$ cat config.mk
export PLATFORM = sky130hd
export DESIGN_NAME = gray_fifo_ctrl
export DESIGN_NICKNAME = d
export VERILOG_FILES = /design/src/rtl/gray_fifo_ctrl.sv
export SDC_FILE = /design/constraint.sdc
export NUM_CORES = 1
export LEC_CHECK = 0
export CAP_MARGIN = 20
export CELL_PAD_IN_SITES_DETAIL_PLACEMENT = 0
export CELL_PAD_IN_SITES_GLOBAL_PLACEMENT = 1
export CORE_AREA = 2 2 67 69
export DETAILED_ROUTE_END_ITERATION = 8
export DIE_AREA = 0 0 69 71
export DONT_BUFFER_PORTS = 1
export PLACE_DENSITY_LB_ADDON = 0.1
export RECOVER_POWER = 100
export SLEW_MARGIN = 30
export SYNTH_ARGS = -nofsm -noshare
export SYNTH_HDL_FRONTEND = slang
export SYNTH_SLANG_ARGS = --single-unit
export TNS_END_PERCENT = 50
$ cat constraint.sdc
create_clock -name Clk -period 4.86 [get_ports Clk]
set_clock_uncertainty 0.05 [all_clocks]
set_input_delay 0.729 -clock Clk [delete_from_list [all_inputs] [get_ports Clk]]
set_output_delay 0.729 -clock Clk [all_outputs]
set_load 0.01 [all_outputs]
$ cat src/rtl/gray_fifo_ctrl.sv
// Single-clock FIFO pointer/flag controller for an external dual-port RAM.
// Binary pointers internally, registered Gray pointers, level and status flags out.
module gray_fifo_ctrl #(
    parameter int ADDR_WIDTH  = 4,
    parameter int AFULL_LEVEL = 12
) (
    input  logic                  Clk,
    input  logic                  Clear_in,
    input  logic                  Flush_in,
    input  logic                  WrEn_in,
    input  logic                  RdEn_in,
    output logic                  WrAck_out,
    output logic                  RdAck_out,
    output logic [ADDR_WIDTH-1:0] WrAddr_out,
    output logic [ADDR_WIDTH-1:0] RdAddr_out,
    output logic [ADDR_WIDTH:0]   WrPtrGray_out,
    output logic [ADDR_WIDTH:0]   RdPtrGray_out,
    output logic [ADDR_WIDTH:0]   Level_out,
    output logic                  Full_out,
    output logic                  Empty_out,
    output logic                  AlmostFull_out,
    output logic                  Overflow_out,
    output logic                  Underflow_out
);

    localparam int PW    = ADDR_WIDTH + 1;
    localparam int DEPTH = 2 ** ADDR_WIDTH;
    localparam logic [PW-1:0] DEPTH_C = PW'(DEPTH);
    localparam logic [PW-1:0] AFULL_C = PW'(AFULL_LEVEL);

    function automatic logic [PW-1:0] bin2gray(input logic [PW-1:0] bin);
        return bin ^ (bin >> 1);
    endfunction

    logic [PW-1:0] wr_ptr_r;
    logic [PW-1:0] rd_ptr_r;
    logic [PW-1:0] wr_gray_r;
    logic [PW-1:0] rd_gray_r;
    logic [PW-1:0] level_r;
    logic          full_r;
    logic          empty_r;
    logic          afull_r;
    logic          ovf_r;
    logic          unf_r;

    logic          wr_ack_s;
    logic          rd_ack_s;
    logic [PW-1:0] wr_ptr_next_s;
    logic [PW-1:0] rd_ptr_next_s;
    logic [PW-1:0] level_next_s;
    logic          ovf_next_s;
    logic          unf_next_s;

    // Handshake and next-state values; flags are last edge's, no same-cycle bypass.
    always_comb begin
        wr_ack_s      = WrEn_in & ~full_r & ~Flush_in;
        rd_ack_s      = RdEn_in & ~empty_r & ~Flush_in;
        wr_ptr_next_s = wr_ptr_r + {{ADDR_WIDTH{1'b0}}, wr_ack_s};
        rd_ptr_next_s = rd_ptr_r + {{ADDR_WIDTH{1'b0}}, rd_ack_s};
        level_next_s  = wr_ptr_next_s - rd_ptr_next_s;
        ovf_next_s    = ovf_r | (WrEn_in & full_r);
        unf_next_s    = unf_r | (RdEn_in & empty_r);
    end

    // Pointer, Gray, level and flag registers; flush returns everything to reset values.
    always_ff @(posedge Clk or posedge Clear_in) begin
        if (Clear_in) begin
            wr_ptr_r  <= {PW{1'b0}};
            rd_ptr_r  <= {PW{1'b0}};
            wr_gray_r <= {PW{1'b0}};
            rd_gray_r <= {PW{1'b0}};
            level_r   <= {PW{1'b0}};
            full_r    <= 1'b0;
            empty_r   <= 1'b1;
            afull_r   <= 1'b0;
            ovf_r     <= 1'b0;
            unf_r     <= 1'b0;
        end else if (Flush_in) begin
            wr_ptr_r  <= {PW{1'b0}};
            rd_ptr_r  <= {PW{1'b0}};
            wr_gray_r <= {PW{1'b0}};
            rd_gray_r <= {PW{1'b0}};
            level_r   <= {PW{1'b0}};
            full_r    <= 1'b0;
            empty_r   <= 1'b1;
            afull_r   <= 1'b0;
            ovf_r     <= 1'b0;
            unf_r     <= 1'b0;
        end else begin
            wr_ptr_r  <= wr_ptr_next_s;
            rd_ptr_r  <= rd_ptr_next_s;
            wr_gray_r <= bin2gray(wr_ptr_next_s);
            rd_gray_r <= bin2gray(rd_ptr_next_s);
            level_r   <= level_next_s;
            full_r    <= (level_next_s == DEPTH_C);
            empty_r   <= (level_next_s == {PW{1'b0}});
            afull_r   <= (level_next_s >= AFULL_C);
            ovf_r     <= ovf_next_s;
            unf_r     <= unf_next_s;
        end
    end

    assign WrAck_out      = wr_ack_s;
    assign RdAck_out      = rd_ack_s;
    assign WrAddr_out     = wr_ptr_r[ADDR_WIDTH-1:0];
    assign RdAddr_out     = rd_ptr_r[ADDR_WIDTH-1:0];
    assign WrPtrGray_out  = wr_gray_r;
    assign RdPtrGray_out  = rd_gray_r;
    assign Level_out      = level_r;
    assign Full_out       = full_r;
    assign Empty_out      = empty_r;
    assign AlmostFull_out = afull_r;
    assign Overflow_out   = ovf_r;
    assign Underflow_out  = unf_r;

endmodule

==> impl_metrics.tcl, run 1 <==
set metrics [dict create \
    outcome "complete, no violations" \
    worstRegToRegCells 10 \
    layout.cells.non_filler 162 \
    drive_gt1_share_pct 6.36 \
    synth_area_leaders "dfrtp_1, ha_1, xnor2_1, nor2_1, xor2_1" \
    crit_type "reg2reg" \
    critPathRequiredTime_ns 5.04 \
    rsz0062_at_grt "false" \
    ant_nets 0 \
    crit_path_end_kind "register" \
    synth_mux_area_share_pct 0 \
    power.density_nw_per_um2 360 \
    postPlaceCellArea_um2 1310 \
    initial_utilization_pct 29.9 \
    synth_compound_area_share_pct 4.77 \
    hold_buffers 0 \
    grt_start_max_net_pins 31 \
    cp-start-kind "register" \
    switching_share_pct 27.4 \
    synth-seq-cells 28 \
    pwr-share-clk_pct 30.2 \
    nNetsFinal 124 \
    drt_iter0_markers 23 \
    arrival_ns 3.16 \
    ir_drop_mv 0.0949 \
    fmax_ghz 0.335 \
    cts_buffer_depth 2 \
    synth_top_family_by_area "simple AND/OR/NAND/NOR gates" \
    h-tree-depth 1 \
    worstHoldStart "Flush_in" \
    ys_types 25 \
    tns_ns 0 \
    dp.cells 158 \
    grt_overflow 0 \
    register_area_um2 702 \
    fin_crit_sh_pct 61.5 \
    synth-async-reset-ratio_pct 100 \
    viasPerCell 4.69 \
    synth_xor_area_share_pct 13.8 \
    nFillCells 459 \
    synth_commonest_cells "dfrtp_1, nor2_1, xnor2_1, ha_1, xor2_1" \
    design_area_um2 1350 \
    fin_util_pct 32.1 \
    regToRegSetupSlack_ns 1.87 \
    crit_start "Full_out" \
    hpwl_um 1720 \
    diodes 0 \
    fp.dieH_um 71 \
    cts_tree "built" \
    clk_pin_slew_worst_paths_ns 0.09 \
    relSlewSlack_pct 30.4 \
    holdCritPathClass "in2reg" \
    syn_area_um2 1260 \
    synth_top_cell_area_share_pct 53.7 \
    clock_latency_ns 0.28 \
    grt_pass1_wl_um 3990 \
    crit_path_max_fanout 4 \
    first_global_vias 804 \
    gp_congestion 0.649 \
    track_usage_pct 10.6 \
    cts.repair.resized 0 \
    multi_input_area_um2 510 \
    synth_edf_count 0 \
    synth_fa_ha_area_share_pct 8.85 \
    min_to "Underflow_out" \
    timing.hold.ws_ns 0.453 \
    clock_sinks 28 \
    power.switching_w 0.000133 \
    cts_buffers 3 \
    finalCriticalPeriod_ns 2.99 \
    synth_top_area_cell "dfrtp_1" \
    yosys_most_used_dff "dfrtp_1" \
    wl_per_cell_um 15.0 \
    firstDrtPassIters 4 \
    die-area_um2 4900 \
    p_leak_nw 0.650 \
    io_pins 35 \
    yosys.area_share.simple_pct 14.0 \
    r2r_end "Empty_out" \
    wirelength_um 2430 \
    finalSetupViolCount 0 \
    cts_root_buf "clkbuf_8" \
    yosysWarnings 0 \
    r2r-start "Full_out" \
    ys_seq_area_share_pct 55.8 \
    core_um2 4200 \
    hold_viol_final 0 \
    worstMarginPinSlew_ns 1.04 \
    drt_drc_violations_left 0 \
    vias 759 \
    synth_nets 123 \
    seqPwrFrac_pct 55.7 \
    yosysMostFrequentCell "dfrtp_1" \
    die_w_um 69 \
    syn_avg_cell_area_um2 11.4 \
    syn_to_final_growth_pct 7.36 \
    comb_power_share_pct 14.0 \
    synth_cells 110 \
    post_cts_buffers 0 \
    whs_path_depth 1 \
    io_buffers 0 \
    maxSlewViolCount 0 \
    cap_violations 0 \
    p_int_w 0.000353 \
    antenna_found_initial 0 \
    fp-row-count 24 \
]
state kept, by name, indices dropped and copies added (netlist names):
signal,cells
Underflow_out,1
Overflow_out,1
wr_ptr_r,4
Level_out,5
AlmostFull_out,1
WrPtrGray_out,5
rd_ptr_r,4
Full_out,1
Empty_out,1
RdPtrGray_out,5
layer usage:
metal	up-vias	global-route usage, %	part of all wire (%)	routed length (um)
met1	376	12.0	43	1040
met2	25	17.3	48	1180
met3	5	3.99	6.7	163
met4	0	5.88	2.2	53
met5	-	0	0	0
li1	353	-	-	-
worst max path at each step:
| stage | endpoint | slack, ns | depth (start not counted) |
|---|---|---|---|
| final | Empty_out | 1.87 | 10 |
| after global placement | Empty_out | 1.63 | 9 |
| after CTS | Empty_out | 1.84 | 10 |
| after global routing | Empty_out | 1.60 | 10 |
| after detailed placement | Empty_out | 1.58 | 10 |
| after floorplan | Empty_out | 1.65 | 11 |
layout make-up:
| class | instances | area share, % |
|---|---|---|
| Sequential cell | 28 | 51.9 |
| Clock buffer | 4 | 4.07 |
| Multi-Input combinational cell | 73 | 37.8 |
| Inverter | 5 | 1.39 |
| Tap cell | 52 | 4.81 |
logic make-up (layout without fill, tap and decap cells):
kind of cell,after synthesis,in the layout
AND/OR/NAND/NOR,37,37
flip-flops,28,28
XOR/XNOR,19,19
adder cells (fa/ha/maj),9,9
buffers and inverters,9,9
AO/OA/AOI/OAI,8,8
worst max-delay path: stages, from the launching register on:
cell	delay, ns
dfrtp_1	0.44
nor3b_1	0.46
ha_1	0.27
nand3_1	0.10
xor2_1	0.33
inv_1	0.09
ha_1	0.37
a21oi_1	0.18
o21ai_0	0.17
xnor2_2	0.27
a41o_1	0.21
stage by stage:
| step | power [W] | setup slack (ns) |
|---|---|---|
| floorplan | 0.000336 | 1.65 |
| global placement | 0.000349 | 1.63 |
| detailed placement | 0.000349 | 1.58 |
| CTS | 0.000498 | 1.84 |
| global route | 0.000516 | 1.60 |
| finish | 0.000486 | 1.87 |
cells in the final DEF, fill, tap and decap left out, types with 2 or more instances in the layout:
| cell type | n |
|---|---|
| nor2b_1 | 5 |
| clkbuf_8 | 4 |
| xnor2_1 | 10 |
| dfrtp_1 | 27 |
| nand3_1 | 4 |
| inv_1 | 5 |
| a21oi_1 | 5 |
| xor2_1 | 8 |
| ha_1 | 8 |
| nor3b_1 | 2 |
| nor2_1 | 21 |
| nand2_1 | 2 |
power groups by stage:
stage / clock, W / sequential, W / combinational (W)
floorplan: 0 / 0.000273 / 0.0000628
global placement: 0 / 0.000277 / 0.0000718
detailed placement: 0 / 0.000277 / 0.0000724
CTS: 0.000153 / 0.000273 / 0.0000729
global route: 0.000163 / 0.000273 / 0.0000799
finish: 0.000147 / 0.000271 / 0.0000683
No activity file was read; power rests on OpenSTA's default activity.
==> run 2, diff against run 1 <==
- clock period: 4.86 -> 2.44 ns (I/O delays scaled with it)
==> run 2 against run 1 <==
The run now ends with negative hold slack left. Combinational power grew to 2.7 times the previous value. Global-route usage up 0.59 points. Fmax grew 29%. Critical path depth fell by 1. Flip-flop and latch count is the same. Final cell count up 8.0%. Die area did not move. Via count up 4.0%. Routed wire length rose by 3.1%. Sequential power increased by 99%. Clock power rose by 75%. Critical endpoint unchanged. Largest power group unchanged. Highest routed layer unchanged.
==> impl_metrics.tcl, run 2 (synthesis gave the netlist of run 1 again) <==
set metrics [dict create \
    outcome "complete, but fails checks" \
    violations "negative hold slack" \
    clock_latency_ns 0.27 \
    drive_gt1_share_pct 30.9 \
    crit_path_end_kind "register" \
    grt_pass1_wl_um 4410 \
    seqPwrFrac_pct 55.1 \
    antenna_found_initial 0 \
    wirelength_um 2510 \
    fp.dieH_um 71 \
    layout.cells.non_filler 175 \
    relSlewSlack_pct 52.2 \
    finalSetupViolCount 0 \
    cts_buffers 3 \
    finalCriticalPeriod_ns 2.32 \
    nNetsFinal 137 \
    gp_congestion 0.774 \
    switching_share_pct 27.7 \
    first_global_vias 920 \
    worstRegToRegCells 9 \
    grt_overflow 0 \
    dp.cells 169 \
    viasPerCell 4.51 \
    firstDrtPassIters 2 \
    p_leak_nw 0.711 \
    power.switching_w 0.000272 \
    design_area_um2 1580 \
    cp-start-kind "register" \
    h-tree-depth 1 \
    hold_viol_final 15 \
    cts_root_buf "clkbuf_8" \
    core_um2 4200 \
    maxSlewViolCount 0 \
    grt_start_max_net_pins 31 \
    fmax_ghz 0.430 \
    tns_ns 0 \
    worstMarginPinSlew_ns 0.716 \
    critPathRequiredTime_ns 2.60 \
    cts_tree "built" \
    diodes 0 \
    clk_pin_slew_worst_paths_ns 0.10 \
    nFillCells 441 \
    rsz0062_at_grt "true" \
    hpwl_um 1890 \
    power.density_nw_per_um2 622 \
    die-area_um2 4900 \
    clock_sinks 28 \
    ir_drop_mv 0.298 \
    layout_common_cells "dfrtp_1, nor2_1, buf_4, xnor2_1" \
    io_pins 35 \
    fin_crit_sh_pct 95.2 \
    track_usage_pct 11.2 \
    fp-row-count 24 \
    holdCritPathClass "in2async" \
    hold_buffers 0 \
    die_w_um 69 \
    initial_utilization_pct 29.9 \
    syn_to_final_growth_pct 25.1 \
    crit_type "reg2reg" \
    ant_nets 0 \
    cts_buffer_depth 2 \
    crit_path_max_fanout 4 \
    cap_violations 0 \
    arrival_ns 2.49 \
    postPlaceCellArea_um2 1460 \
    vias 789 \
    r2r-start "Empty_out" \
    drt_iter0_markers 11 \
    timing.hold.ws_ns -0.0140 \
    drt_drc_violations_left 0 \
    wl_per_cell_um 14.3 \
    io_buffers 0 \
    comb_power_share_pct 18.7 \
    crit_start "Empty_out" \
    layout_commonest_cell "dfrtp_1" \
    p_int_w 0.000708 \
    pwr-share-clk_pct 26.3 \
]
-- run 2: metrics by stage --
step / utilization (%) / hold slack (ns) / total power (W) / worst slack (ns)
2_1_floorplan: - / 0.381 / 0.000685 / 0.00226
3_3_place_gp: 34.7 / 0.315 / 0.000727 / 0.0852
3_5_place_dp: 34.7 / 0.319 / 0.000728 / 0.0832
4_1_cts: 35.7 / 0.0102 / 0.000992 / 0.0471
5_1_grt: 37.5 / 0.0409 / 0.00104 / -0.00588
6_report: 37.5 / -0.0140 / 0.000979 / 0.116
-- run 2: timing repair --
| item | in CTS | in global routing |
|---|---|---|
| gates resized for setup | 0 | 9 |
| setup buffers | 0 | 2 |
| endpoints found under the setup margin | 0 | 4 |
| hold endpoints to repair | 0 | 0 |
-- run 2: final timing paths --
kind / to / slack [ns]
max: Empty_out / 0.12
min: WrPtrGray_out[2] / -0.01
max reg2reg: Empty_out / 0.12
min reg2reg: Underflow_out / 0.52
max in group asynchronous: Underflow_out / 1.31
min in group Clk: Level_out[4] / 0.09
-- run 2: area by class of cell --
cell class | instances | area [um2] | share of cell area (%)
Inverter | 5 | 18.8 | 1.19
Tap cell | 52 | 65.1 | 4.13
Multi-Input combinational cell | 73 | 651 | 41.3
Clock buffer | 4 | 45.0 | 2.86
Timing Repair Buffer | 13 | 93.8 | 5.96
Sequential cell | 28 | 702 | 44.6
-- run 2: power by group through the flow --
stage          Sequential, W  Clock [W]  Combinational, W
4_1_cts             0.000540   0.000271          0.000180
3_3_place_gp        0.000549          0          0.000178
5_1_grt             0.000544   0.000293          0.000207
3_5_place_dp        0.000548          0          0.000179
6_report            0.000539   0.000257          0.000183
2_1_floorplan       0.000548          0          0.000136
-- run 2: worst max-delay path: stages (launching register included) --
cell	delay, ns
dfstp_2	0.56
nor3b_4	0.05
ha_1	0.25
ha_4	0.25
xnor2_1	0.13
ha_1	0.20
a21oi_2	0.17
o21ai_2	0.10
xnor2_2	0.28
a41o_1	0.22
-- run 2: metal layers --
metal  global-route usage (%)  vias up  wire length (um)
met5                        0        -                 0
met4                     3.92        0                23
met3                     2.85        2               127
met2                     20.1       17              1330
met1                     13.0      392              1030
li1                         -      378                 -
==> run 3, diff against run 2 <==
- clock period: 2.44 -> 2.5 ns (I/O delays scaled with it)
==> run 3 against run 2 <==
The flow finishes with violations (max-capacitance violations, max-slew violations). Largest power group unchanged. Sequential power decreased by 2%. Register-to-register slack improved by 0.04 ns. Non-clock buffer count decreased by 1. Via count increased by 2.2%. Final cell count decreased by 0.57%. Fmax decreased by 0.98%.
==> impl_metrics.tcl, run 3 (synthesis gave the netlist of run 1 again) <==
set metrics [dict create \
    clk_pin_slew_worst_paths_ns 0.11 \
    grt_overflow 0 \
    crit_type "reg2reg" \
    relSlewSlack_pct -1.93 \
    cts_tree "built" \
    die-area_um2 4900 \
    viasPerCell 4.63 \
    critPathMaxStageDelay_ns 0.59 \
    diodes 0 \
    outcome "complete, but fails checks" \
    track_usage_pct 11.2 \
    power.density_nw_per_um2 645 \
    fp-row-count 24 \
    crit_path_max_fanout 4 \
    hpwl_um 1870 \
    min_to "Underflow_out" \
    register_area_um2 702 \
    grt_start_max_net_pins 31 \
    drt_drc_violations_left 0 \
    comb_power_share_pct 17.1 \
    seqPwrFrac_pct 53.2 \
    clock_sinks 28 \
    slowest_stage "dfstp_2" \
    switching_share_pct 28.6 \
    cap_violations 1 \
    design_area_um2 1550 \
    gp_congestion 0.751 \
    finalSetupViolCount 0 \
    layout_commonest_cell "dfrtp_1" \
    first_global_vias 823 \
    cts_buffer_depth 2 \
    power.switching_w 0.000285 \
    ant_nets 0 \
    clock_latency_ns 0.28 \
    grt_pass1_wl_um 4230 \
    syn_to_final_growth_pct 22.8 \
    r2r_end "Full_out" \
    worstHoldStart "Flush_in" \
    violations "max-capacitance violations, max-slew violations" \
    nFillCells 444 \
    holdCritPathClass "in2reg" \
    io_pins 35 \
    worstMarginPinSlew_ns 1.53 \
    wl_per_cell_um 15.3 \
    multi_input_area_um2 637 \
    crit_path_end_kind "register" \
    h-tree-depth 1 \
    fmax_ghz 0.426 \
    layout_common_cells "dfrtp_1, nor2_1, xnor2_1, clkbuf_1" \
    cp-start-kind "register" \
    whs_path_depth 1 \
    cts_buffers 3 \
    hold_viol_final 0 \
    ir_drop_mv 0.237 \
    vias 806 \
    wirelength_um 2660 \
    firstDrtPassIters 4 \
    cpMostUsedCell "ha_1" \
    arrival_ns 2.50 \
    fp.dieH_um 71 \
    finalCriticalPeriod_ns 2.35 \
    drive_gt1_share_pct 24.6 \
    fin_crit_sh_pct 93.9 \
    r2r-start "Empty_out" \
    maxSlewViolCount 29 \
    core_um2 4200 \
    worstRegToRegCells 9 \
    path_cells "nor3b_2 > ha_1 > ha_4 > xnor2_1 > ha_1 > a21oi_4 > o21ai_2 > xnor2_2 > nor4_2" \
    cts_root_buf "clkbuf_8" \
    regToRegSetupSlack_ns 0.15 \
    p_int_w 0.000711 \
    io_buffers 0 \
    postPlaceCellArea_um2 1420 \
    hold_buffers 0 \
    fin_util_pct 36.8 \
    pwr-share-clk_pct 29.6 \
    die_w_um 69 \
    initial_utilization_pct 29.9 \
    antenna_found_initial 0 \
    drt_iter0_markers 18 \
    p_leak_nw 0.692 \
    nNetsFinal 136 \
    critPathRequiredTime_ns 2.65 \
]
[run 3: worst max-delay path by stage]
| stage | startpoint | to | cells after the start |
|---|---|---|---|
| after floorplan | Flush_in | Empty_out | 10 |
| after global placement | Empty_out | Empty_out | 9 |
| after detailed placement | Empty_out | Empty_out | 9 |
| after CTS | Empty_out | Empty_out | 9 |
| after global routing | Full_out | Full_out | 10 |
| final | Empty_out | Full_out | 9 |
[run 3: layout make-up]
| class | instances | share of cell area [%] |
|---|---|---|
| Timing Repair Buffer | 12 | 4.37 |
| Sequential cell | 28 | 45.4 |
| Tap cell | 52 | 4.21 |
| Inverter | 5 | 1.21 |
| Multi-Input combinational cell | 73 | 41.2 |
| Clock buffer | 4 | 3.56 |
[run 3: critical path: cells and delay by family (launching register included)]
kind / cells / cell delay (ns)
flip-flops: 1 / 0.59
AO/OA/AOI/OAI: 2 / 0.28
XOR/XNOR: 2 / 0.29
adder cells (fa/ha/maj): 3 / 0.72
AND/OR/NAND/NOR: 2 / 0.33
[run 3: timing repair]
item	CTS	global route
setup buffers	0	3
endpoints found under the setup margin	0	3
resized for setup	0	11
hold endpoints to repair	0	0
[run 3: power by group through the flow]
stage | Clock (W) | Combinational, W | Sequential (W)
3_5_place_dp | 0 | 0.000158 | 0.000539
4_1_cts | 0.000298 | 0.000159 | 0.000530
6_report | 0.000295 | 0.000171 | 0.000530
2_1_floorplan | 0 | 0.000128 | 0.000533
3_3_place_gp | 0 | 0.000156 | 0.000539
5_1_grt | 0.000321 | 0.000192 | 0.000535
[run 3: per-layer routing]
metal | global-route usage (%) | part of all wire, % | up-vias
li1 | - | - | 375
met3 | 3.28 | 5.9 | 5
met2 | 18.6 | 50 | 23
met5 | 0 | 0 | -
met4 | 4.58 | 1.7 | 0
met1 | 13.7 | 42 | 403
[run 3: metrics by stage]
step / setup WS [ns] / TNS (ns) / hold WS [ns] / total power [W] / std cells
after floorplan: 0.0144 / 0 / 0.390 / 0.000661 / 110
final: 0.153 / 0 / 0.0874 / 0.000996 / 174
after global placement: 0.101 / 0 / 0.308 / 0.000695 / 167
after CTS: 0.0436 / 0 / 0.00799 / 0.000987 / 171
after global routing: -0.00148 / -0.00148 / 0.0764 / 0.00105 / 174
after detailed placement: 0.0746 / 0 / 0.317 / 0.000697 / 167
